## src/rtl/muldiv_sequencer.sv

```systemverilog
// Iterative HI/LO multiply/divide sequencer: shift-add multiply, restoring divide, mthi/mtlo, flush.
// Optional macro MULDIV_FAST_MUL_EN replaces the 32-cycle multiply with a single-cycle 32x32 product.
module muldiv_sequencer (
    input  logic        clock,
    input  logic        reset,
    input  logic        mul_start,
    input  logic        div_start,
    input  logic        op_signed,
    input  logic [31:0] operand_a,
    input  logic [31:0] operand_b,
    input  logic        mthi,
    input  logic        mtlo,
    input  logic        hilo_read,
    input  logic        flush,
    output logic [31:0] hi,
    output logic [31:0] lo,
    output logic        busy,
    output logic        stall,
    output logic        done,
    output logic        div_by_zero
);

    typedef enum logic [1:0] {
        IDLE   = 2'd0,
        RUN    = 2'd1,
        FINISH = 2'd2
    } state_t;

    state_t      state_r;
    state_t      state_s;
    logic [4:0]  count_r;
    logic [63:0] acc_r;       // multiply: {partial product, multiplier}; divide: {remainder, quotient}
    logic [31:0] opnd_r;      // multiplicand or divisor magnitude
    logic        op_div_r;
    logic        neg_q_r;
    logic        neg_r_r;
    logic        dbz_r;

    logic        start_mul_s;
    logic        start_div_s;
    logic        dbz_s;
    logic        step_s;
    logic        finish_s;
    logic        write_hi_s;
    logic        write_lo_s;

    logic        a_neg_s;
    logic        b_neg_s;
    logic [31:0] a_mag_s;
    logic [31:0] b_mag_s;
    logic [32:0] sum_s;
    logic [63:0] mul_step_s;
    logic [32:0] shifted_s;
    logic [32:0] trial_s;
    logic [63:0] div_step_s;
    logic [63:0] prod_s;
    logic [31:0] quo_s;
    logic [31:0] rem_s;
    logic [31:0] res_hi_s;
    logic [31:0] res_lo_s;

    assign busy  = (state_r != IDLE);
    assign stall = busy & (hilo_read | mul_start | div_start | mthi | mtlo);

    // Operand sign and magnitude for signed operations.
    always_comb begin
        a_neg_s = op_signed & operand_a[31];
        b_neg_s = op_signed & operand_b[31];
        if (a_neg_s) begin
            a_mag_s = 32'd0 - operand_a;
        end else begin
            a_mag_s = operand_a;
        end
        if (b_neg_s) begin
            b_mag_s = 32'd0 - operand_b;
        end else begin
            b_mag_s = operand_b;
        end
    end

    // One shift-add multiply iteration and one restoring-divide iteration.
    always_comb begin
        sum_s     = {1'b0, acc_r[63:32]} + {1'b0, opnd_r};
        shifted_s = {acc_r[63:32], acc_r[31]};
        trial_s   = shifted_s - {1'b0, opnd_r};
        if (acc_r[0]) begin
            mul_step_s = {sum_s, acc_r[31:1]};
        end else begin
            mul_step_s = {1'b0, acc_r[63:1]};
        end
        if (!trial_s[32]) begin
            div_step_s = {trial_s[31:0], acc_r[30:0], 1'b1};
        end else begin
            div_step_s = {shifted_s[31:0], acc_r[30:0], 1'b0};
        end
    end

    // Next-state and control strobes; flush aborts everything.
    always_comb begin
        state_s     = state_r;
        start_mul_s = 1'b0;
        start_div_s = 1'b0;
        dbz_s       = 1'b0;
        step_s      = 1'b0;
        finish_s    = 1'b0;
        write_hi_s  = 1'b0;
        write_lo_s  = 1'b0;
        if (flush) begin
            state_s = IDLE;
        end else begin
            case (state_r)
                IDLE: begin
                    if (mul_start) begin
                        start_mul_s = 1'b1;
`ifdef MULDIV_FAST_MUL_EN
                        state_s     = FINISH;
`else
                        state_s     = RUN;
`endif
                    end else if (div_start) begin
                        start_div_s = 1'b1;
                        if (operand_b == 32'd0) begin
                            dbz_s   = 1'b1;
                            state_s = FINISH;
                        end else begin
                            state_s = RUN;
                        end
                    end else begin
                        write_hi_s = mthi;
                        write_lo_s = mtlo;
                    end
                end
                RUN: begin
                    step_s = 1'b1;
                    if (count_r == 5'd0) begin
                        state_s = FINISH;
                    end else begin
                        state_s = RUN;
                    end
                end
                FINISH: begin
                    finish_s = 1'b1;
                    state_s  = IDLE;
                end
                default: begin
                    state_s = IDLE;
                end
            endcase
        end
    end

    // Final sign correction of the magnitude result.
    always_comb begin
        prod_s = 64'd0 - acc_r;
        quo_s  = 32'd0 - acc_r[31:0];
        rem_s  = 32'd0 - acc_r[63:32];
        if (dbz_r) begin
            res_hi_s = acc_r[63:32];
            res_lo_s = acc_r[31:0];
        end else if (op_div_r) begin
            res_hi_s = neg_r_r ? rem_s : acc_r[63:32];
            res_lo_s = neg_q_r ? quo_s : acc_r[31:0];
        end else begin
            res_hi_s = neg_q_r ? prod_s[63:32] : acc_r[63:32];
            res_lo_s = neg_q_r ? prod_s[31:0]  : acc_r[31:0];
        end
    end

    // FSM state register.
    always_ff @(posedge clock) begin
        if (reset) begin
            state_r <= IDLE;
        end else begin
            state_r <= state_s;
        end
    end

    // Operand latch, iteration counter and arithmetic accumulator.
    always_ff @(posedge clock) begin
        if (reset) begin
            count_r  <= 5'd0;
            acc_r    <= 64'd0;
            opnd_r   <= 32'd0;
            op_div_r <= 1'b0;
            neg_q_r  <= 1'b0;
            neg_r_r  <= 1'b0;
            dbz_r    <= 1'b0;
        end else if (start_mul_s) begin
            count_r  <= 5'd31;
`ifdef MULDIV_FAST_MUL_EN
            acc_r    <= {32'd0, a_mag_s} * {32'd0, b_mag_s};
`else
            acc_r    <= {32'd0, b_mag_s};
`endif
            opnd_r   <= a_mag_s;
            op_div_r <= 1'b0;
            neg_q_r  <= a_neg_s ^ b_neg_s;
            neg_r_r  <= 1'b0;
            dbz_r    <= 1'b0;
        end else if (start_div_s) begin
            count_r  <= 5'd31;
            opnd_r   <= b_mag_s;
            op_div_r <= 1'b1;
            dbz_r    <= dbz_s;
            if (dbz_s) begin
                acc_r   <= {operand_a, 32'hFFFF_FFFF};
                neg_q_r <= 1'b0;
                neg_r_r <= 1'b0;
            end else begin
                acc_r   <= {32'd0, a_mag_s};
                neg_q_r <= a_neg_s ^ b_neg_s;
                neg_r_r <= a_neg_s;
            end
        end else if (step_s) begin
            acc_r   <= op_div_r ? div_step_s : mul_step_s;
            count_r <= (count_r == 5'd0) ? 5'd0 : count_r - 5'd1;
        end
    end

    // HI/LO architectural registers and the registered completion pulses.
    always_ff @(posedge clock) begin
        if (reset) begin
            hi          <= 32'd0;
            lo          <= 32'd0;
            done        <= 1'b0;
            div_by_zero <= 1'b0;
        end else begin
            if (finish_s) begin
                hi <= res_hi_s;
                lo <= res_lo_s;
            end else begin
                if (write_hi_s) begin
                    hi <= operand_a;
                end
                if (write_lo_s) begin
                    lo <= operand_a;
                end
            end
            done        <= finish_s;
            div_by_zero <= finish_s & dbz_r;
        end
    end

endmodule
```

## config.mk

```make
export PLATFORM = sky130hd
export DESIGN_NAME = muldiv_sequencer
export DESIGN_NICKNAME = d
export VERILOG_FILES = /design/src/rtl/muldiv_sequencer.sv
export SDC_FILE = /design/constraint.sdc
export NUM_CORES = 1
export LEC_CHECK = 0
export BUFFER_PORTS_ARGS = -buffer_cell sky130_fd_sc_hd__buf_2
export CAP_MARGIN = 0
export CORE_ASPECT_RATIO = 1.4
export CORE_UTILIZATION = 45
export DETAILED_ROUTE_END_ITERATION = 10
export PLACE_DENSITY_LB_ADDON = 0.2
export SLEW_MARGIN = 5
export SYNTH_ARGS = -nofsm -noshare
export SYNTH_HDL_FRONTEND = slang
export SYNTH_SLANG_ARGS = --single-unit
```

## constraint.sdc

```tcl
create_clock -name clock -period 6.1 [get_ports clock]
set_input_delay 1.22 -clock clock [delete_from_list [all_inputs] [get_ports clock]]
set_output_delay 1.22 -clock clock [all_outputs]
set_load 0.05 [all_outputs]
```

## Word level (Yosys, flattened, before mapping)

Index checks and enable logic that the tools add are counted.

| cells by class | value |
|---|---|
| bitwise gates (word level) | 9 |
| $add $sub $neg | 8 |
| mux-type cells | 60 |
| reductions and logical operators | 11 |
| equality and inequality tests | 3 |

Operator list:

| kind | count |
|---|---|
| 32-bit two-way mux | 17 |
| 64-bit two-way mux | 6 |
| 1-bit by 32-bit subtractor with 32-bit output (first input constant) | 4 |
| 1-bit by 64-bit subtractor with 64-bit output (first input constant) | 1 |
| 32-bit by 32-bit adder with 33-bit output | 1 |
| 33-bit by 32-bit subtractor with 33-bit output | 1 |
| 32-bit logical NOT | 1 |
| 1-bit two-way mux | 28 |
| 5-bit two-way mux | 4 |
| 2-bit nonzero test | 5 |
| 2-bit two-way mux | 4 |
| 5-bit logical NOT | 1 |
| 5-bit by 1-bit subtractor with 5-bit output (second input constant) | 1 |
| 1-bit AND | 4 |
| 1-bit bitwise OR | 4 |
| 2-bit one-hot mux with 2 select lines | 1 |
| 2-bit OR reduction | 2 |
| 3-bit inequality test (second input constant) | 1 |
| 3-bit nonzero test | 1 |
| 2-bit by 1-bit == test with 1-bit output (second input constant) | 1 |
| 2-bit == test (second input constant) | 1 |
| 2-bit logical NOT | 1 |
| 1-bit XOR | 1 |

| word-level totals | value |
|---|---|
| word-level logic and storage cells | 104 |
| output and inout bits | 68 |
| input bits | 73 |
| bits in registers | 173 |

## Longest topological paths before layout

| logic depth | value |
|---|---|
| depth in word-level cells | 9 |
| mapped depth | 14 |
| depth with buffers taken out | 13 |

## Worst setup path before layout

Ideal clock, no wire load.

| timing path | value |
|---|---|
| path type | in2reg |
| from | input operand_b[2] |
| to | register opnd_r[26] |
| setup time | 128 ps |
| path buffers | 0 |
| cell stages on the path | 8 |
| data required time | 5972 ps |
| slack | 2739 ps |
| arrival time | 3234 ps |
| path through | or3_1 or3b_2 or3_4 o21ai_0 xor2_1 o22ai_1 a21oi_1 nor2_1 |

| between the ends | value |
|---|---|
| longest elaborated chain between the ends | 4 |

RTL lines:

| what | line | source |
|---|---|---|
| start, declared | 10 | `input logic [31:0] operand_b,` |
| 1-bit by 32-bit subtractor with 32-bit output | 75 | `b_mag_s = 32'd0 - operand_b;` |
| 32-bit two-way mux | 74 | `if (b_neg_s) begin` |
| 32-bit two-way mux | 200 | `end else if (start_div_s) begin` |
| 32-bit two-way mux | 188 | `end else if (start_mul_s) begin` |
| end signal, assigned | 195 | `opnd_r <= a_mag_s;` |
| end signal, assigned | 202 | `opnd_r <= b_mag_s;` |
| end, declared | 33 | `logic [31:0] opnd_r;` |

Every way passes these cells. The select of a mux whose other input is x is not followed.
A chain may end at the register's enable or synchronous reset.

## Final worst setup path

| timing path | value |
|---|---|
| from | input operand_b[6] |
| to | register acc_r[23] |

| between the ends | value |
|---|---|
| longest elaborated chain between the ends | 9 |
| elaborated cells on any way between the ends | 11 |
| those cells by class | add/sub (1); mux (9); reduce/logical (1) |

RTL lines:

| what | line | source |
|---|---|---|
| 32-bit logical NOT | 122 | `if (operand_b == 32'd0) begin` |
| 1-bit two-way mux | 122 |  |
| 1-bit two-way mux | 120 | `end else if (div_start) begin` |
| 1-bit two-way mux | 113 | `if (mul_start) begin` |
| 1-bit two-way mux | 111 | `case (state_r)` |
| 1-bit two-way mux | 108 | `if (flush) begin` |
| 64-bit two-way mux | 205 | `if (dbz_s) begin` |
| 64-bit two-way mux | 200 |  |
| 32-bit two-way mux * | 188 |  |
| end signal, assigned | 193 | `acc_r <= {32'd0, b_mag_s};` |
| end signal, assigned | 206 | `acc_r <= {operand_a, 32'hFFFF_FFFF};` |
| end signal, assigned | 210 | `acc_r <= {32'd0, a_mag_s};` |
| end, declared | 32 | `logic [63:0] acc_r;` |

Mark *: on every way between the ends. The rest lies on a longest branch, timed or not.

==> results.toml <==
[finish]
final_nets = 2237
fin_area_um2 = 16900
area_delta_synth_final_pct = 9.29
postLayoutCoreUtil_pct = 49.8
drive_gt1_share_pct = 12.5
fill_cells = 3458

[timing]
rsz0062_at_grt = "false"
fin_crit_sh_pct = 67.9
finalSetupViolations = 0
worst_pin_slew_ns = 1.21
tns_ns = 0
hold_violations = 0
whs_ns = 0.491
slew_violations = 0
max_slew_margin_pct = 18.8
clock_skew_ns = 0.0119
max_freq_ghz = 0.242
timing.final.crit_period_ns = 4.14

[power_and_ir_drop]
p_sw_share_pct = 41.8
p_sw_mw = 1.63
clockPowerShare_pct = 29.5
p_int_mw = 2.27
power_frac_seq_pct = 34.0
pwr-share-comb_pct = 36.5
ir_drop_uv = 221
p_leak_nw = 7.19
powerDensity_nw_per_um2 = 230

[grt]
grt_use_total_pct = 37.8
overflow = 0
grt_max_degree = 110
grt_pass1_vias = 15904
antenna_found_initial = 3
grt_pass1_wl_mm = 100

[hold_path]
hp-class = "reg -> reg"
min_to = "count_r[4]"
hold_path_depth = 2
min-delay-start = "count_r[4]"

[floorplanning]
die_h_um = 222
fp.coreArea_um2 = 34000
ioPinCount = 141
die-area_um2 = 35200
num_rows = 80
die_w_um = 159
initial_core_util_pct = 45.6

[logic_synthesis]
synth_top_family_by_area = "compound AO/OA/AOI/OAI gates"
netlist_area_um2 = 15500
yosysSeqAreaShare_pct = 22.3
synthMuxAreaShare_pct = 6.64
synth_fp_nets = 2213
synth_compound_area_share_pct = 29.9
ys_warn_count = 0
synth_xor_area_share_pct = 9.37
synth_edf_count = 0
synthSimpleGateAreaFrac_pct = 20.5
synth-adder-area-share_pct = 5.83
synthArstFlopShare_pct = 0
synthCells = 2069
synthDistinctLibCells = 98
ys_ff_latch = 173
synth_area_per_cell_um2 = 7.49
ys.flop_type = "dfxtp_1"

[place]
hpwlAfterDp_mm = 50.7
routabilityCongestion = 1.03
io_buffers = 140
placed_cell_area_um2 = 16300

[clock_tree]
cts_hold_buf = 0
h-tree-depth = 4
cts_setup_buffers = 0
cts_tree = "built"
clk_path_buf_depth = 2
path_clk_slew_ns = 0.08
clk-insertion-delay-late_ns = 0.47
ctsResizeCount = 0
cts.sinks = 173
cts_made_buffers = 17
cts-root-buf = "clkbuf_16"

[drt]
drt-initial-drc-count = 1847
drt-total-wl_mm = 68.2
drt-pass1-iter-count = 7
ant_nets = 0
viasPerCell = 6.59
route.detailed.drc = 0
wl_per_cell_um = 26.7
vias = 16857

[critical_path]
reg2reg_slack_ns = 2.09
cp-end-kind = "flop"
worst_ep_arrival_time_ns = 4.52
reg2reg_from = "acc_r[32]"
cp_max_fo = 15
startpoint_type = "input pin"
r2r_cells = 11
r2r_end = "acc_r[63]"
critPathKind = "in -> reg"
worstPathRequired_ns = 6.48

[run_status]
outcome = "finished, final reports clean"

[flow_run]
cap_viol_max_count = 0
[layer usage]
layer  track usage [%]  part of all wire (%)
met1              41.7                    35
met2              62.9                    47
met3              7.39                   8.9
met4              31.2                   8.7
met5                 0                 0.019
[power groups by stage]
stage	registers (mW)	clock network [mW]	logic [mW]
after detailed placement	1.34	0	1.37
after global placement	1.34	0	1.36
final	1.32	1.15	1.42
after global routing	1.33	1.18	1.51
after CTS	1.32	1.14	1.38
after floorplan	1.30	0	0.949
[sequential cells by signal (all words and copies together), names as in the netlist]
register / cells
acc_r: 64
count_r: 5
dbz_r: 1
div_by_zero: 1
done: 1
hi: 32
lo: 32
neg_q_r: 1
neg_r_r: 1
op_div_r: 1
opnd_r: 32
state_r: 2
[synthesized netlist by cell type (13+ instances only)]
library cell / instances / area (µm²)
a21o_1: 38 / 285
dfxtp_1: 173 / 3460
nand2b_1: 25 / 156
a221oi_1: 31 / 272
ha_1: 69 / 863
and3_1: 13 / 81.3
buf_2: 14 / 70.1
nand3_1: 32 / 160
nor3_1: 50 / 250
a22oi_1: 22 / 165
a21oi_1: 200 / 1000
nand4_1: 17 / 106
nor2_1: 250 / 938
buf_1: 13 / 48.8
o211ai_1: 15 / 113
xor2_1: 83 / 727
mux2i_1: 95 / 951
or4_1: 13 / 97.6
inv_1: 53 / 199
nand2_1: 129 / 484
and2_1: 18 / 113
clkbuf_1: 128 / 480
a211oi_1: 91 / 683
xnor2_1: 81 / 709
o22ai_1: 17 / 106
o21ai_0: 127 / 636
a31oi_1: 21 / 131
o31ai_1: 31 / 233
or3_1: 21 / 131
[stage by stage]
| step | power [mW] | setup slack, ns | cells |
|---|---|---|---|
| finish | 3.89 | 1.96 | 2559 |
| detailed placement | 2.72 | 1.61 | 2525 |
| global placement | 2.70 | 1.72 | 2525 |
| global route | 4.02 | 1.76 | 2558 |
| floorplan | 2.25 | 2.74 | 2069 |
| CTS | 3.84 | 2.09 | 2557 |
[cell usage in the layout, fill, tap and decap left out, types with 31 or more instances in the layout]
cell / n
mux2i_1: 95
inv_1: 53
nor3_1: 50
dfxtp_1: 172
buf_2: 139
a21o_1: 38
o21ai_0: 127
xnor2_1: 79
ha_1: 69
a211oi_1: 91
xor2_1: 83
nor2_1: 248
o31ai_1: 31
nand2_1: 127
nand3_1: 32
a221oi_1: 31
a21oi_1: 200
[logic make-up after synthesis]
logic type                 Yosys count
buffers and inverters              213
adders and majority gates           71
muxes                              102
xor gates and xnor gates           165
DFF                                173
AOI/OAI and AO/OA                  701
and+or+nand+nor                    644
[how the worst max path moves through the flow]
stage | slack [ns] | start | endpoint
after floorplan | 2.74 | operand_b[2] | opnd_r[26]
after global placement | 1.72 | operand_b[6] | acc_r[23]
after detailed placement | 1.61 | operand_b[6] | acc_r[23]
after CTS | 2.09 | operand_b[2] | acc_r[23]
after global routing | 1.76 | operand_b[6] | acc_r[23]
final | 1.96 | operand_b[6] | acc_r[23]
[layout make-up]
| class | instances | area (µm²) | area share, % |
|---|---|---|---|
| Clock buffer | 17 | 425 | 2.51 |
| Inverter | 53 | 199 | 1.17 |
| Multi-Input combinational cell | 1683 | 11200 | 66.2 |
| Tap cell | 451 | 564 | 3.33 |
| Timing Repair Buffer | 165 | 891 | 5.26 |
| Clock inverter | 15 | 171 | 1.01 |
| Sequential cell | 173 | 3470 | 20.5 |
| Antenna cell | 2 | 5.00 | 0.0295 |
[critical path: stages]
cell and delay [ns]:
buf_2 0.13, or4_1 0.63, nor2_1 0.21, nand3_2 0.14, nor4_4 0.76, and2b_1 0.53
nor2_1 0.33, a221o_1 0.40, a211oi_1 0.15
No activity file was read; power rests on OpenSTA's default activity.
